## src/rtl/bf16_addsub_sched_44.sv

```systemverilog
// bf16_addsub_sched_44: round-robin front end that shares one BF16 add/sub core
// between N_REQ requesters. Issue is limited by credits so the response FIFO
// can never overflow. A tag pipeline follows the core so that each result
// returns with its owner's id, and results retire in issue order.
module bf16_addsub_sched_44 #(
  parameter int N_REQ      = 4,
  parameter int ID_W       = 2,
  parameter int CORE_LAT   = 3,
  parameter int FIFO_DEPTH = 4
) (
  input  logic                 clk_44,
  input  logic                 rst_44,
  input  logic [N_REQ-1:0]     req_valid_44,
  input  logic [16*N_REQ-1:0]  req_a_44,
  input  logic [16*N_REQ-1:0]  req_b_44,
  input  logic [N_REQ-1:0]     req_sub_44,
  output logic [N_REQ-1:0]     req_ready_44,
  output logic                 core_rst_n_44,
  output logic                 core_valid_in_44,
  output logic [15:0]          core_a_44,
  output logic [15:0]          core_b_44,
  output logic                 core_sub_44,
  input  logic [15:0]          core_result_44,
  input  logic                 core_valid_out_44,
  output logic                 rsp_valid_44,
  input  logic                 rsp_ready_44,
  output logic [15:0]          rsp_data_44,
  output logic [ID_W-1:0]      rsp_id_44,
  output logic [2:0]           inflight_44,
  output logic                 err_44
);
  localparam int AW = (FIFO_DEPTH > 1) ? $clog2(FIFO_DEPTH) : 1;
  localparam int CW = AW + 1;
  localparam logic [ID_W-1:0] LAST_ID = ID_W'(N_REQ - 1);

  // issue side state
  logic [ID_W-1:0]              rr_ptr_q, rr_ptr_d;
  logic                         core_valid_q, core_valid_d;
  logic [15:0]                  core_a_q, core_a_d, core_b_q, core_b_d;
  logic                         core_sub_q, core_sub_d;
  logic [CORE_LAT:0]            tag_v_q, tag_v_d;
  logic [CORE_LAT:0][ID_W-1:0]  tag_id_q, tag_id_d;
  logic [2:0]                   inflight_q, inflight_d;
  logic                         err_q, err_d;

  // response FIFO state
  logic [15:0]                  mem_data_q [FIFO_DEPTH];
  logic [ID_W-1:0]              mem_id_q   [FIFO_DEPTH];
  logic [AW-1:0]                wr_ptr_q, wr_ptr_d, rd_ptr_q, rd_ptr_d;
  logic [CW-1:0]                cnt_q, cnt_d;
  logic                         rsp_valid_q, rsp_valid_d;
  logic [15:0]                  rsp_data_q, rsp_data_d;
  logic [ID_W-1:0]              rsp_id_q, rsp_id_d;

  logic                         can_issue_s, any_valid_s, hit_s, hs_s, push_s, pop_s;
  logic [ID_W-1:0]              grant_idx_s, cand_s;
  logic [N_REQ-1:0]             grant_s;
  logic [15:0]                  sel_a_s, sel_b_s;
  logic                         sel_sub_s;

  // Credits come from registered counts only, so a pop frees its slot one cycle later.
  assign can_issue_s = (32'(inflight_q) + 32'(cnt_q)) < 32'(FIFO_DEPTH);
  assign push_s      = core_valid_out_44;
  assign pop_s       = rsp_valid_q & rsp_ready_44;

  // Find the first valid requester at or after the round-robin pointer, with wrap.
  always_comb begin
    grant_idx_s = '0;
    any_valid_s = 1'b0;
    hit_s       = 1'b0;
    cand_s      = '0;
    for (int k = 0; k < N_REQ; k++) begin
      cand_s      = ID_W'((32'(rr_ptr_q) + 32'(k)) % 32'(N_REQ));
      hit_s       = !any_valid_s && req_valid_44[cand_s];
      grant_idx_s = hit_s ? cand_s : grant_idx_s;
      any_valid_s = any_valid_s | hit_s;
    end
  end

  // One-hot grant, suppressed while out of credit or held in reset.
  always_comb begin
    grant_s = '0;
    if (can_issue_s && any_valid_s && !rst_44) begin
      grant_s[grant_idx_s] = 1'b1;
    end else begin
      grant_s = '0;
    end
  end

  assign hs_s = |(req_valid_44 & grant_s);

  // Operand mux for the granted requester.
  always_comb begin
    sel_a_s   = 16'h0000;
    sel_b_s   = 16'h0000;
    sel_sub_s = 1'b0;
    for (int k = 0; k < N_REQ; k++) begin
      sel_a_s   = (grant_idx_s == ID_W'(k)) ? req_a_44[16*k +: 16] : sel_a_s;
      sel_b_s   = (grant_idx_s == ID_W'(k)) ? req_b_44[16*k +: 16] : sel_b_s;
      sel_sub_s = (grant_idx_s == ID_W'(k)) ? req_sub_44[k]        : sel_sub_s;
    end
  end

  // Next state of the issue register, pointer, tag pipeline, inflight counter and error flag.
  always_comb begin
    core_valid_d = hs_s;
    if (hs_s) begin
      core_a_d   = sel_a_s;
      core_b_d   = sel_b_s;
      core_sub_d = sel_sub_s;
      rr_ptr_d   = (grant_idx_s == LAST_ID) ? '0 : grant_idx_s + ID_W'(1);
    end else begin
      core_a_d   = core_a_q;
      core_b_d   = core_b_q;
      core_sub_d = core_sub_q;
      rr_ptr_d   = rr_ptr_q;
    end
    tag_v_d  = {tag_v_q[CORE_LAT-1:0], hs_s};
    tag_id_d = {tag_id_q[CORE_LAT-1:0], (hs_s ? grant_idx_s : {ID_W{1'b0}})};
    case ({hs_s, push_s})
      2'b10:   inflight_d = inflight_q + 3'd1;
      2'b01:   inflight_d = inflight_q - 3'd1;
      default: inflight_d = inflight_q;
    endcase
    err_d = err_q | (tag_v_q[CORE_LAT] ^ core_valid_out_44);
  end

  // Issue-side registers.
  always_ff @(posedge clk_44 or posedge rst_44) begin
    if (rst_44) begin
      rr_ptr_q     <= '0;
      core_valid_q <= 1'b0;
      core_a_q     <= 16'h0000;
      core_b_q     <= 16'h0000;
      core_sub_q   <= 1'b0;
      tag_v_q      <= '0;
      tag_id_q     <= '0;
      inflight_q   <= 3'd0;
      err_q        <= 1'b0;
    end else begin
      rr_ptr_q     <= rr_ptr_d;
      core_valid_q <= core_valid_d;
      core_a_q     <= core_a_d;
      core_b_q     <= core_b_d;
      core_sub_q   <= core_sub_d;
      tag_v_q      <= tag_v_d;
      tag_id_q     <= tag_id_d;
      inflight_q   <= inflight_d;
      err_q        <= err_d;
    end
  end

  // FIFO pointer/count update and show-ahead head register (holds when empty).
  always_comb begin
    wr_ptr_d = push_s ? wr_ptr_q + AW'(1) : wr_ptr_q;
    rd_ptr_d = pop_s  ? rd_ptr_q + AW'(1) : rd_ptr_q;
    case ({push_s, pop_s})
      2'b10:   cnt_d = cnt_q + CW'(1);
      2'b01:   cnt_d = cnt_q - CW'(1);
      default: cnt_d = cnt_q;
    endcase
    rsp_valid_d = (cnt_d != '0);
    if (rsp_valid_d && push_s && (rd_ptr_d == wr_ptr_q)) begin
      rsp_data_d = core_result_44;
      rsp_id_d   = tag_id_q[CORE_LAT];
    end else if (rsp_valid_d) begin
      rsp_data_d = mem_data_q[rd_ptr_d];
      rsp_id_d   = mem_id_q[rd_ptr_d];
    end else begin
      rsp_data_d = rsp_data_q;
      rsp_id_d   = rsp_id_q;
    end
  end

  // FIFO storage and response registers.
  always_ff @(posedge clk_44 or posedge rst_44) begin
    if (rst_44) begin
      for (int i = 0; i < FIFO_DEPTH; i++) begin
        mem_data_q[i] <= 16'h0000;
        mem_id_q[i]   <= '0;
      end
      wr_ptr_q    <= '0;
      rd_ptr_q    <= '0;
      cnt_q       <= '0;
      rsp_valid_q <= 1'b0;
      rsp_data_q  <= 16'h0000;
      rsp_id_q    <= '0;
    end else begin
      if (push_s) begin
        mem_data_q[wr_ptr_q] <= core_result_44;
        mem_id_q[wr_ptr_q]   <= tag_id_q[CORE_LAT];
      end
      wr_ptr_q    <= wr_ptr_d;
      rd_ptr_q    <= rd_ptr_d;
      cnt_q       <= cnt_d;
      rsp_valid_q <= rsp_valid_d;
      rsp_data_q  <= rsp_data_d;
      rsp_id_q    <= rsp_id_d;
    end
  end

  assign req_ready_44     = grant_s;
  assign core_rst_n_44    = ~rst_44;
  assign core_valid_in_44 = core_valid_q;
  assign core_a_44        = core_a_q;
  assign core_b_44        = core_b_q;
  assign core_sub_44      = core_sub_q;
  assign rsp_valid_44     = rsp_valid_q;
  assign rsp_data_44      = rsp_data_q;
  assign rsp_id_44        = rsp_id_q;
  assign inflight_44      = inflight_q;
  assign err_44           = err_q;

endmodule
```

## config.mk

```make
export PLATFORM = sky130hd
export DESIGN_NAME = bf16_addsub_sched_44
export DESIGN_NICKNAME = d
export VERILOG_FILES = /design/src/rtl/bf16_addsub_sched_44.sv
export SDC_FILE = /design/constraint.sdc
export NUM_CORES = 1
export LEC_CHECK = 0
export CAP_MARGIN = 20
export CORE_UTILIZATION = 25
export CTS_CLUSTER_DIAMETER = 80
export DETAILED_ROUTE_END_ITERATION = 10
export SYNTH_ARGS = -nofsm -noshare
export SYNTH_HDL_FRONTEND = slang
export SYNTH_SLANG_ARGS = --single-unit
```

## constraint.sdc

```tcl
create_clock -name clk_44 -period 5.5 [get_ports clk_44]
set_input_delay 1.1 -clock clk_44 [delete_from_list [all_inputs] [get_ports clk_44]]
set_output_delay 1.1 -clock clk_44 [all_outputs]
set_load 0.1 [all_outputs]
```

==> flow_metrics.env <==
export IMPL_cts_tree="yes"
export IMPL_maxSlewHeadroom_pct=30.6
export IMPL_grt_usage_pct=15.9
export IMPL_syn_to_final_growth_pct=40.7
export IMPL_clock_skew_ns=0.0157
export IMPL_cp_end_kind="flip-flop"
export IMPL_fmax_ghz=0.246
export IMPL_synth_most_common_cell="nand2_1"
export IMPL_yosysTopAreaCellShare_pct=48.5
export IMPL_die_x_um=177
export IMPL_rr_startpoint="rsp_valid_44"
export IMPL_pwr_density_cell_nw_per_um2=620
export IMPL_core_um2=30000
export IMPL_syn_cell_area_um2=7690
export IMPL_outcome="finished clean"
export IMPL_syn_inst=872
export IMPL_diodes=0
export IMPL_ios=218
export IMPL_setup_viol=0
export IMPL_synth_warnings=0
export IMPL_grt_pass1_vias=6760
export IMPL_drc_errors=0
export IMPL_start_util_pct=25.7
export IMPL_rsz0062_at_grt="false"
export IMPL_antenna_found_initial=0
export IMPL_grt_max_degree=150
export IMPL_postCtsResizedCells=0
export IMPL_numCtsBuffers=17
export IMPL_p_leak_nw=4.68
export IMPL_cp_arrival_ns=4.32
export IMPL_crit_required_ns=5.76
export IMPL_synth_avg_cell_area_um2=8.82
export IMPL_fillers=3092
export IMPL_whs_ns=0.351
export IMPL_p_int_w=0.00337
export IMPL_final_area_um2=10800
export IMPL_rows=63
export IMPL_cts_sinks=149
export IMPL_overflow=0
export IMPL_synth_main_ff_cell="dfrtp_1"
export IMPL_hold_viol=0
export IMPL_async_flop_share_pct=100
export IMPL_synth_common_cells="163 x nand2_1, 149 x dfrtp_1, 112 x o21ai_0, 82 x a21oi_1, 63 x inv_1"
export IMPL_totalWireLength_um=24300
export IMPL_avgRoutedWirePerCell_um=16.7
export IMPL_drtIter0Drc=406
export IMPL_maxSlewViolCount=0
export IMPL_htree_num_levels=4
export IMPL_ctsHoldBuffers=0
export IMPL_path_max_fanout=20
export IMPL_ys_top_cells_by_area="dfrtp_1 48%, nand2_1 8.0%, o21ai_0 7.3%, a21oi_1 5.3%, a22oi_1 3.1%"
export IMPL_crit_path_start_kind="input pin"
export IMPL_fin_setup_tns_ns=0
export IMPL_grt_pass1_wl_um=38200
export IMPL_drive_above_1_share_pct=6.37
export IMPL_num_vias=6910
export IMPL_power_switching_w=0.00334
export IMPL_post_cts_buffers=0
export IMPL_placed_area_um2=10200
export IMPL_gp_congestion=0.796
export IMPL_finalCritPeriodShare_pct=73.9
export IMPL_p_seq_share_pct=28.2
export IMPL_fin_util_pct=36.1
export IMPL_yosysSeqAreaShare_pct=48.5
export IMPL_clock_power_share_pct=18.6
export IMPL_critical_path_class="in -> reg"
export IMPL_ys_types=51
export IMPL_synth_seq_cells=149
export IMPL_cts_buffer_depth=2
export IMPL_p_sw_share_pct=49.7
export IMPL_synth_area_leader_cell="dfrtp_1"
export IMPL_synth_edf_count=0
export IMPL_postRouteAntennaNets=0
export IMPL_dieArea_um2=31500
export IMPL_viasPerCell=4.74
export IMPL_syn_nets=1042
export IMPL_p_comb_share_pct=53.2
export IMPL_worst_pin_slew_ns=1.04
export IMPL_io_buffers=217
export IMPL_ir_drop_mv=0.224
export IMPL_hp_class="reg -> reg"
export IMPL_critPathLaunch="rsp_ready_44"
export IMPL_period_needed_ns=4.06
export IMPL_min_from="tag_v_q[1]"
export IMPL_die_height_um=177
export IMPL_clk_latency_ns=0.42
export IMPL_fin_nets=1224
export IMPL_clk_pin_slew_ns=0.06
export IMPL_drv_cap=0
export IMPL_dp_hpwl_um=16600
export IMPL_clockRootBuffer="clkbuf_16"
export IMPL_drtPass1Iterations=5
-- power by group through the flow --
| stage | Clock (W) | Combinational, W | Sequential, W |
|---|---|---|---|
| 2_1_floorplan | 0 | 0.00157 | 0.00298 |
| 4_1_cts | 0.00129 | 0.00358 | 0.00190 |
| 6_report | 0.00124 | 0.00357 | 0.00189 |
| 3_5_place_dp | 0 | 0.00358 | 0.00191 |
| 3_3_place_gp | 0 | 0.00352 | 0.00190 |
| 5_1_grt | 0.00133 | 0.00385 | 0.00196 |
-- worst max-delay path, cell delays in order --
cell and delay, ns:
clkdlybuf4s50_1 0.62, nand2_4 0.14, inv_2 0.15, ha_1 0.21
inv_1 0.06, fa_1 0.37, xor2_1 0.21, xnor2_1 0.11
o31ai_2 0.21, buf_4 0.30, or2_1 0.63, o221ai_1 0.20
-- path summary, 6_finish.rpt --
| kind | end | slack (ns) | depth (start not counted) |
|---|---|---|---|
| max in group asynchronous | core_b_44[11] | 3.59 | 3 |
| max reg2reg | rsp_data_44[3] | 2.20 | 11 |
| max | rsp_data_44[3] | 1.44 | 12 |
| min | tag_v_q[2] | 0.35 | 0 |
| min in group asynchronous | mem_data_q[47] | 1.35 | 3 |
| min reg2reg | tag_v_q[2] | 0.35 | 0 |
-- area by class of cell --
type | instances | area (um2) | share of cell area (%)
inverter | 65 | 248 | 2.29
timing repair buffer | 231 | 2320 | 21.4
clock inverter | 12 | 166 | 1.54
clock buffer | 20 | 457 | 4.22
tap | 390 | 488 | 4.51
multi-input combinational | 590 | 3420 | 31.6
sequential | 149 | 3730 | 34.5
-- sequential cells by signal, summed over array words and instances (netlist names) --
signal / flops
core_sub_44: 1
rr_ptr_q: 2
tag_id_d: 6
tag_v_q: 4
err_44: 1
rd_ptr_q: 2
mem_data_q: 64
rsp_data_44: 16
core_a_44: 16
mem_id_q: 8
inflight_44: 3
core_b_44: 16
cnt_q: 3
wr_ptr_q: 2
rsp_valid_44: 1
rsp_id_44: 2
tag_id_q: 2
-- through the flow --
step / setup slack (ns) / power [W] / instances
after detailed placement: 1.03 / 0.00549 / 1424
after global placement: 1.10 / 0.00542 / 1423
after global routing: 1.18 / 0.00715 / 1457
final: 1.44 / 0.00671 / 1457
after CTS: 1.47 / 0.00677 / 1456
after floorplan: 1.16 / 0.00455 / 872
-- cell families after synthesis --
family                     share of synthesized area, %
AOI/OAI and AO/OA                                  23.9
xor gates and xnor gates                           1.25
adders and majority gates                          2.47
buffers and inverters                              7.27
DFF                                                48.5
muxes                                              2.77
and+or+nand+nor                                    13.9
-- metal layers --
metal	routed length [um]	share of wire, %	vias to the layer above	track usage (%)
li1	-	-	3379	-
met4	110	0.45	0	3.06
met1	10500	43	3297	19.3
met2	12100	50	227	27.4
met3	1630	6.7	7	4.95
met5	0	0	-	0
-- placed cells by master (no fill, tap or decap), drive strengths merged, types with 3 or more instances in the layout --
cell / n
clkdlybuf4s50: 212
nand2: 166
dfrtp: 149
o21ai: 145
a21oi: 83
inv: 68
a22oi: 32
clkbuf: 20
mux2i: 19
o221ai: 19
buf: 19
nor3b: 18
and3: 14
a2111oi: 14
ha: 12
nor3: 8
nor2: 7
xor2: 6
nor2b: 6
xnor2: 5
clkinvlp: 5
and2: 4
a221oi: 4
o22ai: 3
bufinv: 3
nand3b: 3
Note: power is estimated with default switching activity, not from simulation.
